## src/rtl/rvc_pkg.sv

```systemverilog
// Shared definitions for the RVC fetch path: aligner states and encoding constants.
package rvc_pkg;
  localparam int         HALF_W    = 16;
  localparam logic [1:0] RVC_LEN32 = 2'b11;

  typedef enum logic [1:0] {
    LO   = 2'd0,
    SKIP = 2'd1,
    RES  = 2'd2
  } align_state_t;
endpackage

```

## src/rtl/rvc_fetch_aligner.sv

```systemverilog
// Splits sequential 32-bit fetch words into 16/32-bit instructions, one per
// cycle, carrying a residue halfword across word boundaries for straddles.
module rvc_fetch_aligner
  import rvc_pkg::*;
#(
  parameter int              PC_W     = 64,
  parameter logic [PC_W-1:0] RESET_PC = '0
) (
  input  logic            clk,
  input  logic            rst,
  input  logic            fetch_valid_i,
  input  logic [31:0]     fetch_data_i,
  output logic            fetch_ready_o,
  output logic            inst_valid_o,
  output logic [31:0]     inst_o,
  output logic            inst_is_rv_o,
  output logic [PC_W-1:0] inst_pc_o,
  input  logic            inst_ready_i,
  input  logic            flush_i,
  input  logic [PC_W-1:0] redirect_pc_i
);

  align_state_t          state;
  logic [HALF_W-1:0]     res;
  logic [PC_W-1:0]       res_pc;
  logic [PC_W-1:0]       word_pc;

  logic [HALF_W-1:0]     lo, hi;
  logic                  adv, accept, res_is32, lo_is32;
  logic                  out_vld;
  logic [31:0]           out_inst;
  logic                  out_rv;
  logic [PC_W-1:0]       out_pc;

  assign lo       = fetch_data_i[HALF_W-1:0];
  assign hi       = fetch_data_i[31:HALF_W];
  assign adv      = !inst_valid_o || inst_ready_i;
  assign res_is32 = (res[1:0] == RVC_LEN32);
  assign lo_is32  = (lo[1:0] == RVC_LEN32);
  assign accept   = fetch_valid_i && fetch_ready_o;

  // Ready depends only on state/residue/output occupancy, never on fetch_valid_i.
  always_comb begin
    fetch_ready_o = 1'b0;
    if (!flush_i) begin
      case (state)
        LO:      fetch_ready_o = adv;
        SKIP:    fetch_ready_o = 1'b1;
        RES:     fetch_ready_o = res_is32 ? adv : 1'b0;
        default: fetch_ready_o = 1'b0;
      endcase
    end
  end

  // Select the next instruction to present; SKIP never produces one.
  always_comb begin
    out_vld  = 1'b0;
    out_inst = 32'h0;
    out_rv   = 1'b0;
    out_pc   = word_pc;
    case (state)
      LO: begin
        out_vld  = accept;
        out_inst = lo_is32 ? {hi, lo} : {16'h0, lo};
        out_rv   = lo_is32;
        out_pc   = word_pc;
      end
      RES: begin
        out_vld  = res_is32 ? accept : adv;
        out_inst = res_is32 ? {lo, res} : {16'h0, res};
        out_rv   = res_is32;
        out_pc   = res_pc;
      end
      default: ;
    endcase
  end

  // Output register, residue tracking and PC sequencing; flush drops everything in flight.
  always_ff @(posedge clk) begin
    if (rst) begin
      state        <= LO;
      word_pc      <= RESET_PC;
      res          <= '0;
      res_pc       <= '0;
      inst_valid_o <= 1'b0;
      inst_o       <= '0;
      inst_is_rv_o <= 1'b0;
      inst_pc_o    <= '0;
    end else if (flush_i) begin
      inst_valid_o <= 1'b0;
      word_pc      <= {redirect_pc_i[PC_W-1:2], 2'b00};
      state        <= redirect_pc_i[1] ? SKIP : LO;
    end else begin
      if (adv) begin
        inst_valid_o <= out_vld;
        if (out_vld) begin
          inst_o       <= out_inst;
          inst_is_rv_o <= out_rv;
          inst_pc_o    <= out_pc;
        end
      end
      case (state)
        LO: if (accept) begin
          word_pc <= word_pc + PC_W'(4);
          if (!lo_is32) begin
            res    <= hi;
            res_pc <= word_pc + PC_W'(2);
            state  <= RES;
          end
        end
        SKIP: if (accept) begin
          res     <= hi;
          res_pc  <= word_pc + PC_W'(2);
          word_pc <= word_pc + PC_W'(4);
          state   <= RES;
        end
        RES: begin
          if (res_is32) begin
            if (accept) begin
              res     <= hi;
              res_pc  <= word_pc + PC_W'(2);
              word_pc <= word_pc + PC_W'(4);
            end
          end else if (adv) begin
            state <= LO;
          end
        end
        default: state <= LO;
      endcase
    end
  end

endmodule

```

## config.mk

```make
export PLATFORM = sky130hd
export DESIGN_NAME = rvc_fetch_aligner
export DESIGN_NICKNAME = d
export VERILOG_FILES = /design/src/rtl/rvc_pkg.sv /design/src/rtl/rvc_fetch_aligner.sv
export SDC_FILE = /design/constraint.sdc
export NUM_CORES = 1
export LEC_CHECK = 0
export BUFFER_PORTS_ARGS = -buffer_cell sky130_fd_sc_hd__buf_2
export CORE_MARGIN = 3
export CORE_UTILIZATION = 56
export DETAILED_ROUTE_END_ITERATION = 8
export PLACE_DENSITY_LB_ADDON = 0.12
export REMOVE_ABC_BUFFERS = 1
export SYNTH_ARGS = -nofsm -noshare
export SYNTH_HDL_FRONTEND = slang
export SYNTH_SLANG_ARGS = --single-unit
```

## constraint.sdc

```tcl
create_clock -name clk -period 3.05 [get_ports clk]
set_input_delay 0 -clock clk [delete_from_list [all_inputs] [get_ports clk]]
set_output_delay 0 -clock clk [all_outputs]
set_load 0.03 [all_outputs]
```

==> run_results.csv <==
group,metric,value,unit
clock_network,cts_buffers,25,
global_routing,overflow,0,
setup_path,worstPathRequired,3.45,ns
synth,ys_warn_count,0,
min_path,hp-start,"flush_i",
global_routing,grt_usage,28.3,%
sta,hold_viol,0,
floorplanning,die-area,21000,um2
synth,ys_async_sr_fraction,0,%
global_routing,grt_max_degree,77,
setup_path,crit-reg2reg-launch,"word_pc[20]",
floorplanning,io_pins,200,
clock_network,h-tree-depth,1,
power,power_frac_clock,40.0,%
synth,synth_flop_cell,"dfxtp_1",
synth,synth_largest_area_cell,"dfxtp_1",
drt,avgViaCountPerCell,5.74,
setup_path,worstSetupEndpointType,"flip-flop",
synth,synth_seq_cells,240,
drt,dr.pass1.iters,5,
final_layout,synthToLayoutAreaGrowth,29.5,%
final_layout,final_nets,1682,
job,cap_violations,0,
floorplanning,num_rows,50,
setup_path,cp_max_fo,13,
drt,drtAntennaViolNets,0,
global_routing,grt_pass1_wl,50900,um
drt,vias,10600,
synth,synth-edff-count,0,
synth,syn_inst,1321,
power,p_sw_share,26.8,%
sta,slew_headroom,32.6,%
sta,fin_crit,2.90,ns
setup_path,criticalPathCategory,"reg -> reg",
synth,ys_types,62,
clock_network,cts_tree,"built",
placed_design,routabilityCongestion,0.856,
setup_path,crit_start,"word_pc[20]",
power,seq_power_share,46.1,%
synth,synth_top_area_share,44.4,%
sta,period_share,95.0,%
power,power.internal,5.45,mW
clock_network,clockRootBuffer,"clkbuf_16",
drt,wirelength,31400,um
placed_design,portBuffers,197,
setup_path,crit_path_start_kind,"flip-flop",
drt,drc,0,
global_routing,antenna_found_initial,0,
sta,worst_pin_slew,1.01,ns
sta,finalMaxSlewViolations,0,
power,p_per_area,531,nW/um2
sta,clock.fmax,345,MHz
power,netSwitchingPower,1.99,mW
power,power_leakage,5.21,nW
clock_network,clk_pin_slew_worst_paths,0.06,ns
clock_network,clk_path_buf_depth,3,
drt,routedWlPerCell,16.9,um
drt,drt-initial-drc-count,732,
power,finalPower,7.44,mW
power,ir_drop,0.000457,V
clock_network,worstSkewPairLatency,0.52,ns
sta,clock_skew,0.0112,ns
floorplanning,start_util,57.4,%
floorplanning,core_area,18800,um2
synth,synth.avg_cell_area,8.19,um2
synth,synth_area_leaders,"dfxtp_1, nand2_1, mux2i_1",
min_path,hp-class,"in -> reg",
floorplanning,chipHeight,145,um
floorplanning,fp.dieW,145,um
sta,setup_violations,0,
synth,syn_area,10800,um2
synth,ys_seq_area_share,44.4,%
final_layout,layout-drive-gt1-share,19.0,%
setup_path,cp_data_arrival_time,3.30,ns
clock_network,clock_sinks,240,
final_layout,utilization,74.4,%
placed_design,hpwl,19000,um
outcome,outcome,"finished clean",
final_layout,diodes,0,
global_routing,grt_pass1_vias,10200,
power,pwr-share-comb,14.0,%
## layer usage
layer  up-vias  global-route usage, %  part of all wire (%)
li1       5245                      -                     -
met1      4920                   37.4                    43
met2       413                   48.4                    48
met3        58                   3.65                   6.4
met4         0                   8.79                   2.3
met5         -                      0                     0
## logic make-up (layout without fill, tap and decap cells)
logic type	after synthesis	in the layout	share of synthesized area, %
buf+inv	132	405	4.75
simple gates	540	540	23.2
flops	240	240	44.4
compound gates	307	307	18.4
other cells	1	1	0.0347
xor+xnor	29	29	2.35
mux	67	67	6.25
fa+ha+maj	5	5	0.578
## cell usage after synthesis, drive strengths merged, types with 10 or more instances
master and n:
a21oi 116, buf 16, a31oi 21, nand4 26, mux2i 63, inv 16, nor2 139, and3 15
dfxtp 240, xor2 19, clkbuf 100, a221oi 31, nand2 212, or4 10, nor3 47, xnor2 10
nand3 33, a211oi 83, nor4 16, o21ai 22
## final timing paths
check,to,slack [ns],cells after the start
worst min register to register,res_pc[52],0.45,2
worst max-delay path,word_pc[55],0.15,8
worst max register to register,word_pc[55],0.15,8
worst min-delay path,word_pc[11],0.09,4
## what timing repair did
| action | CTS | global route |
|---|---|---|
| resized for setup | 0 | 7 |
| setup endpoints to repair | 0 | 9 |
| endpoints found under the hold margin | 130 | 0 |
| setup buffers | 0 | 1 |
| hold buffers | 109 | 0 |
## flip-flops by register name (all words and copies together), names as in the netlist
| signal | flops |
|---|---|
| inst_pc_o | 63 |
| res_pc | 63 |
| word_pc | 62 |
| inst_o | 32 |
| res | 16 |
| state | 2 |
| inst_is_rv_o | 1 |
| inst_valid_o | 1 |
## critical path, cell delays in order (launching register included)
cell and delay (ns):
dfxtp_1 0.44, nand4_1 0.18, or4_1 0.60, and4b_1 0.36
buf_4 0.23, a21oi_1 0.08, o21ai_0 0.19, a21oi_1 0.10
dlygate4sd3_1 0.60
## placed cells by master, fill, tap and decap left out, types with 21 or more instances in the layout
master and count:
dfxtp_1 239, nand2_1 212, buf_2 196, nor2_1 138
a21oi_1 116, dlygate4sd3_1 109, a211oi_1 82, mux2i_1 63
nor3_1 45, nand3_1 32, a221oi_1 31, buf_4 30
nand4_1 25, clkbuf_16 25, o21ai_0 22, a31oi_1 21
## power by group through the flow
| stage | registers, mW | logic, mW | clock network (mW) |
|---|---|---|---|
| floorplan | 3.62 | 0.423 | 0 |
| global placement | 3.48 | 0.902 | 0 |
| detailed placement | 3.49 | 0.912 | 0 |
| CTS | 3.42 | 1.03 | 3.01 |
| global route | 3.45 | 1.13 | 3.15 |
| finish | 3.43 | 1.04 | 2.97 |
## layout make-up
class,instances,area (um2)
Timing Repair Buffer,344,2460
Sequential cell,240,4810
Multi-Input combinational cell,949,5550
Inverter,16,60.1
Fill cell,1448,4830
Clock inverter,7,66.3
Clock buffer,38,734
Tap cell,260,325
## per-stage QoR
stage	setup WS (ns)	area [um2]	hold slack, ns	TNS, ns	std cells
global placement	0.302	12100	0.258	0	1699
CTS	0.0649	14000	0.0646	0	1853
detailed placement	0.286	12100	0.264	0	1699
global route	-0.000714	14000	0.135	-0.000714	1854
floorplan	-8.90	10400	0.0646	-1472.06	1205
finish	0.151	14000	0.0943	0	1854
Power figures use the tool's default switching activity.
